==> src/rtl/sync_fifo_wr_arbiter.sv <==
// Write-side arbiter for sync_fifo_2_input: shares the two FIFO write lanes between
// requesters A and B, using a credit count so that the FIFO can never overflow.
module sync_fifo_wr_arbiter #(
   parameter int DATAWIDTH = 8,
   parameter int DEPTH     = 8
) (
   input  logic                   clk,
   input  logic                   rst,
   input  logic                   req_a,
   input  logic [DATAWIDTH-1:0]   data_a,
   output logic                   gnt_a,
   input  logic                   req_b,
   input  logic [DATAWIDTH-1:0]   data_b,
   output logic                   gnt_b,
   input  logic                   fifo_pop,
   output logic                   fifo_wr_en,
   output logic                   fifo_wr_en_2,
   output logic [DATAWIDTH-1:0]   fifo_wr_data,
   output logic [DATAWIDTH-1:0]   fifo_wr_data_2,
   output logic [$clog2(DEPTH):0] occupancy,
   output logic                   underflow_err
);

   localparam int OCC_W = $clog2(DEPTH) + 1;

   typedef enum logic {PRIO_A, PRIO_B} prio_e;

   prio_e                prio_q, prio_d;
   logic [OCC_W-1:0]     occ_q, occ_d;
   logic [OCC_W-1:0]     free;
   logic                 pop_eff;
   logic                 wr_en_q, wr_en_d;
   logic                 wr_en_2_q, wr_en_2_d;
   logic [DATAWIDTH-1:0] wr_data_q, wr_data_d;
   logic [DATAWIDTH-1:0] wr_data_2_q, wr_data_2_d;
   logic                 underflow_q, underflow_d;

   // Credits come from the registered count only; a pop this cycle frees a slot next cycle.
   always_comb begin
      free   = OCC_W'(DEPTH) - occ_q;
      gnt_a  = 1'b0;
      gnt_b  = 1'b0;
      prio_d = prio_q;
      if (rst) begin
         if (free >= OCC_W'(2)) begin
            gnt_a = req_a;
            gnt_b = req_b;
         end else if (free == OCC_W'(1)) begin
            if (req_a && req_b) begin
               gnt_a  = (prio_q == PRIO_A);
               gnt_b  = (prio_q == PRIO_B);
               prio_d = (prio_q == PRIO_A) ? PRIO_B : PRIO_A;
            end else begin
               gnt_a = req_a;
               gnt_b = req_b;
            end
         end
      end
   end

   // A single winner always uses lane 1; lane 2 only carries B when both are granted.
   always_comb begin
      wr_en_d     = gnt_a | gnt_b;
      wr_en_2_d   = gnt_a & gnt_b;
      wr_data_d   = wr_data_q;
      wr_data_2_d = wr_data_2_q;
      if (gnt_a) begin
         wr_data_d = data_a;
      end else if (gnt_b) begin
         wr_data_d = data_b;
      end
      if (gnt_a && gnt_b) begin
         wr_data_2_d = data_b;
      end
      pop_eff     = fifo_pop && (occ_q != '0);
      occ_d       = occ_q + OCC_W'(gnt_a) + OCC_W'(gnt_b) - OCC_W'(pop_eff);
      underflow_d = underflow_q | (fifo_pop && (occ_q == '0));
   end

   always_ff @(posedge clk) begin
      if (!rst) begin
         prio_q      <= PRIO_A;
         occ_q       <= '0;
         wr_en_q     <= 1'b0;
         wr_en_2_q   <= 1'b0;
         wr_data_q   <= '0;
         wr_data_2_q <= '0;
         underflow_q <= 1'b0;
      end else begin
         prio_q      <= prio_d;
         occ_q       <= occ_d;
         wr_en_q     <= wr_en_d;
         wr_en_2_q   <= wr_en_2_d;
         wr_data_q   <= wr_data_d;
         wr_data_2_q <= wr_data_2_d;
         underflow_q <= underflow_d;
      end
   end

   assign fifo_wr_en     = wr_en_q;
   assign fifo_wr_en_2   = wr_en_2_q;
   assign fifo_wr_data   = wr_data_q;
   assign fifo_wr_data_2 = wr_data_2_q;
   assign occupancy      = occ_q;
   assign underflow_err  = underflow_q;

endmodule

==> config.mk <==
export PLATFORM = sky130hd
export DESIGN_NAME = sync_fifo_wr_arbiter
export DESIGN_NICKNAME = d
export VERILOG_FILES = /design/src/rtl/sync_fifo_wr_arbiter.sv
export SDC_FILE = /design/constraint.sdc
export NUM_CORES = 1
export LEC_CHECK = 0
export BUFFER_PORTS_ARGS = -buffer_cell sky130_fd_sc_hd__buf_2
export CAP_MARGIN = 20
export CORE_MARGIN = 2
export CORE_UTILIZATION = 30
export CTS_CLUSTER_DIAMETER = 50
export DETAILED_ROUTE_END_ITERATION = 16
export MAX_ROUTING_LAYER = met4
export SETUP_SLACK_MARGIN = 0.4
export SYNTH_ARGS = -nofsm -noshare
export SYNTH_HDL_FRONTEND = slang
export SYNTH_SLANG_ARGS = --single-unit
export TNS_END_PERCENT = 50
==> constraint.sdc <==
create_clock -name clk -period 6.6 [get_ports clk]
set_clock_uncertainty 0.1 [all_clocks]
set_input_delay 0.99 -clock clk [delete_from_list [all_inputs] [get_ports clk]]
set_output_delay 0.99 -clock clk [all_outputs]
set_load 0.05 [all_outputs]
== After elaboration in Yosys (flattened, before gate mapping) ==
Cells that the tools add are included.
Storage, ports and cells
  register bits after elaboration: 24
  input bits: 21
  output and inout bits: 25
Operators by class
  $add $sub $neg: 4
  order comparisons: 1
  equal/unequal tests: 1
  mux-type cells: 11
  bitwise gates (word level): 5
  reductions and logical operators: 8
Operators with widths (number)
  $mux 8: 2
  $mux 1: 9
  $add 4x1->4: 2
  $eq 4x1->1 const B: 1
  $ge 4x2->1 const B: 1
  $logic_and 1x1->1: 4
  $logic_not 4->1: 1
  $reduce_bool 4->1: 1
  $sub 4x1->4: 1
  $sub 4x4->4 const A: 1
  $reduce_and 3->1: 1
  $not 1->1: 2
  $or 1x1->1: 2
  $reduce_bool 2->1: 1
  $and 1x1->1: 1

== Logic depth before layout (Yosys ltp) ==
  depth after elaboration: 8
  mapped depth: 15

== Worst setup path before layout ==
OpenSTA, ideal clock, no wires.
  path kind: reg-to-reg
  from: register occ_q[1], in the netlist occupancy[1]
  to: register occ_q[2], in the netlist occupancy[2]
  setup time: 128 ps
  arrival time: 3519 ps
  required time: 6372 ps
  slack: 2853 ps
  stages on the path, launching flop included: 13
  clock period less this slack: 3747 ps
  path through: dfxtp_1 inv_1 ha_1 nor2b_1 xnor2_1 o31ai_4 buf_6 nor2_1 fa_1 inv_1 fa_1 xnor2_1 nor2_1
Between the ends
  longest elaborated chain between the ends: 8
  elaborated cells on any way between the ends: 14
RTL lines
  start: declaration: RTL line 29  | logic [OCC_W-1:0] occ_q, occ_d;
  start signal: assignment: RTL line 83  | occ_q <= '0;
  start signal: assignment: RTL line 91  | occ_q <= occ_d;
  $sub 4x4->4 *: RTL line 40  | free = OCC_W'(DEPTH) - occ_q;
  parallel branches: the longest is 2 deep, another holds $ge 4x2->1
  $mux 1 *: RTL line 45  | if (free >= OCC_W'(2)) begin
  $mux 1 *: RTL line 44  | if (rst) begin
  net gnt_a: RTL line 11  | output logic gnt_a,
  $add 4x1->4 * (2 in series): RTL line 76  | occ_d = occ_q + OCC_W'(gnt_a) + OCC_W'(gnt_b) - OCC_W'(pop_eff);
  $sub 4x1->4 *: RTL line 76
Mark *: on every way through the listed nets, which the timed path passes.
A chain may end at the register's enable or synchronous reset.

== Worst setup path in the final report ==
  from: register occ_q[1], in the netlist occupancy[1]
  to: output gnt_a
Between the ends
  longest elaborated chain between the ends: 5
  elaborated cells on any way between the ends: 6
RTL lines (RTL line)
  $sub 4x4->4 *: 40
  parallel branches: the longest is 2 deep, another holds $ge 4x2->1
  $mux 1 *: 45
  $mux 1 *: 44
  end: declaration: 11
Mark *: on every way between the ends.

==> results.json <==
{
  "finalSetupTns_ps": 0,
  "cp-end-kind": "output pin",
  "dpl.hpwl_um": 2080,
  "die_h_um": 66.6,
  "setup_viol": 0,
  "outcome": "finished, final reports clean",
  "cts_inserted_buffers": 3,
  "num-fill-cells": 379,
  "rsz0062_at_grt": "false",
  "p_sw_mw": 0.342,
  "nets": 198,
  "synthMuxAreaShare_pct": 13.6,
  "hold_viol": 0,
  "place_congestion": 0.889,
  "clockPowerShare_pct": 17.6,
  "power_density_mw_per_mm2": 486,
  "clock_latency_ps": 260,
  "dr.pass1.iters": 4,
  "synth_nets": 152,
  "ys_seq_elements": 24,
  "max_freq_ghz": 0.267,
  "syn_to_final_growth_pct": 28.4,
  "cts_max_path_buffers": 2,
  "post-cts-setup-buffers": 0,
  "syn_inst": 121,
  "clock_sinks": 24,
  "min_from": "fifo_wr_data_2[0]$_SDFFE_PN0P_",
  "cts_tree": "yes",
  "viasPerCell": 4.65,
  "path_clk_slew_ps": 90,
  "drt-initial-drc-count": 53,
  "ant_nets": 0,
  "start_kind": "register",
  "hp-class": "reg2reg",
  "grt_usage_pct": 13.0,
  "rows": 22,
  "antenna_found_initial": 0,
  "fin_util_pct": 40.6,
  "worstPathRequired_ps": 5510,
  "synth_warnings": 0,
  "postCtsResizedCells": 0,
  "leakagePower_nw": 0.687,
  "synth_top_family_by_area": "multiplexers",
  "io_pins": 46,
  "dpl_cell_area_mm2": 0.00144,
  "io_buffers": 45,
  "cp.arrival_ps": 2650,
  "hold_ws_ps": 394,
  "combPwrFrac_pct": 54.8,
  "post-route-drc-count": 0,
  "cts_htree_levels": 1,
  "synthAdderAreaFrac_pct": 11.9,
  "synth_area_mm2": 0.00118,
  "postLayoutCellArea_mm2": 0.00151,
  "layout-drive-gt1-share_pct": 33.1,
  "dieArea_mm2": 0.00444,
  "grt_pass1_vias": 996,
  "synth.avg_cell_area_um2": 9.72,
  "internal-power_mw": 0.392,
  "tightest_slew_ps": 964,
  "ys_seq_area_share_pct": 40.9,
  "synthDistinctLibCells": 24,
  "r2r-end": "occupancy[1]$_SDFF_PN0_",
  "whs_endpoint": "fifo_wr_data_2[0]$_SDFFE_PN0P_",
  "mostFrequentLayoutCells": "45 x buf_2, 24 x dfxtp_1, 17 x nor2_1",
  "hold_depth": 2,
  "synth_xor_area_share_pct": 4.47,
  "crit_type": "reg2out",
  "fin_crit_sh_pct": 56.7,
  "sw_frac_of_total_pct": 46.6,
  "post_drt_wl_per_cell_um": 12.3,
  "antenna_cells": 0,
  "seqPwrFrac_pct": 27.6,
  "r2r_slack_ps": 3270,
  "slew_headroom_pct": 35.6,
  "mostFrequentLayoutCell": "buf_2",
  "ff2ff_path_depth": 10,
  "die_x_um": 66.6,
  "core_area_mm2": 0.00372,
  "root_buffer": "clkbuf_8",
  "maxCapViolations": 0,
  "drv_slew": 0,
  "reg2reg_from": "occupancy[1]$_SDFF_PN0_",
  "hold_buffers": 0,
  "synth_compound_area_share_pct": 13.5,
  "initial_core_util_pct": 31.6,
  "fin_crit_ps": 3740,
  "grt_max_degree": 18,
  "grt_overflow": 0,
  "cp_max_fo": 17,
  "vias": 996,
  "synth-simple-area-share_pct": 9.79,
  "grt_pass1_wl_um": 4360,
  "drt-total-wl_um": 2640,
  "ir_worst_vdd_mv": 0.259
}
==> layer usage <==
layer | wire [um] | up-vias | GRT usage [%]
met3 | 243 | 0 | 4.39
met5 | 0 | - | -
met1 | 1160 | 463 | 14.8
met4 | 0 | 0 | 1.79
met2 | 1240 | 37 | 22.5
li1 | - | 496 | -
==> worst max path at each step <==
stage	startpoint	endpoint	slack (ps)
3_3_place_gp	occupancy[1]$_SDFF_PN0_	gnt_a	3270
6_report	occupancy[1]$_SDFF_PN0_	gnt_a	2860
2_1_floorplan	occupancy[1]$_SDFF_PN0_	occupancy[2]$_SDFF_PN0_	2850
4_1_cts	occupancy[1]$_SDFF_PN0_	gnt_a	2840
3_5_place_dp	occupancy[1]$_SDFF_PN0_	gnt_a	3140
5_1_grt	occupancy[1]$_SDFF_PN0_	gnt_a	2680
==> cells by family after synthesis <==
logic type               after synthesis
AND/OR/NAND/NOR                       26
multiplexers                          16
adder cells (fa/ha/maj)               10
buffers and inverters                 14
flip-flops                            24
XOR/XNOR                               6
AO/OA/AOI/OAI                         25
==> cell usage after synthesis <==
| master | number | area, um2 |
|---|---|---|
| inv_1 | 9 | 33.8 |
| a211oi_1 | 1 | 7.51 |
| and2_1 | 1 | 6.26 |
| a21boi_0 | 2 | 15.0 |
| ha_1 | 8 | 100 |
| nand2_1 | 2 | 7.51 |
| or3_4 | 1 | 11.3 |
| buf_6 | 2 | 22.5 |
| a21oi_2 | 1 | 8.76 |
| nor2_1 | 17 | 63.8 |
| fa_1 | 2 | 40.0 |
| nor3_1 | 3 | 15.0 |
| buf_2 | 1 | 5.00 |
| o21ai_0 | 9 | 45.0 |
| a31oi_1 | 2 | 12.5 |
| a21oi_1 | 8 | 40.0 |
| o21ai_2 | 1 | 8.76 |
| o31ai_4 | 1 | 21.3 |
| dfxtp_1 | 24 | 480 |
| nand3_1 | 1 | 5.00 |
| xnor2_1 | 6 | 52.6 |
| mux2i_1 | 16 | 160 |
| nor2b_1 | 1 | 6.26 |
| clkbuf_1 | 2 | 7.51 |
==> stage by stage <==
step	std cells	power, mW	setup slack, ps
CTS	214	0.744	2840
floorplan	121	0.530	2850
detailed placement	210	0.613	3140
global placement	210	0.600	3270
finish	214	0.733	2860
global route	214	0.787	2680
==> cell type report <==
class	instances	area, um2	area share (%)
inverters	9	33.8	2.24
multi-input cells	83	632	41.8
flip-flops and latches	24	480	31.8
repair buffers	46	233	15.4
well taps	48	60.1	3.98
clock buffers	3	41.3	2.73
clock inverters	1	30.0	1.99
==> worst max-delay path, stage by stage (launching register included) <==
cell and delay [ps]:
dfxtp_1 480, inv_1 130, ha_1 240, xnor2_1 140, or3_4 360, o31ai_4 610
nor2_1 170, buf_2 260
==> sequential cells by signal, summed over array words and instances (netlist names) <==
signal          count
fifo_wr_data        8
fifo_wr_data_2      8
occupancy           4
fifo_wr_en          1
fifo_wr_en_2        1
prio_q              1
underflow_err       1
==> power groups by stage <==
stage | logic, mW | registers, mW | clock network (mW)
global placement | 0.396 | 0.204 | 0
finish | 0.402 | 0.202 | 0.129
detailed placement | 0.406 | 0.206 | 0
global route | 0.441 | 0.207 | 0.139
floorplan | 0.211 | 0.319 | 0
CTS | 0.407 | 0.203 | 0.134
Note: power is estimated with default switching activity, not from simulation.
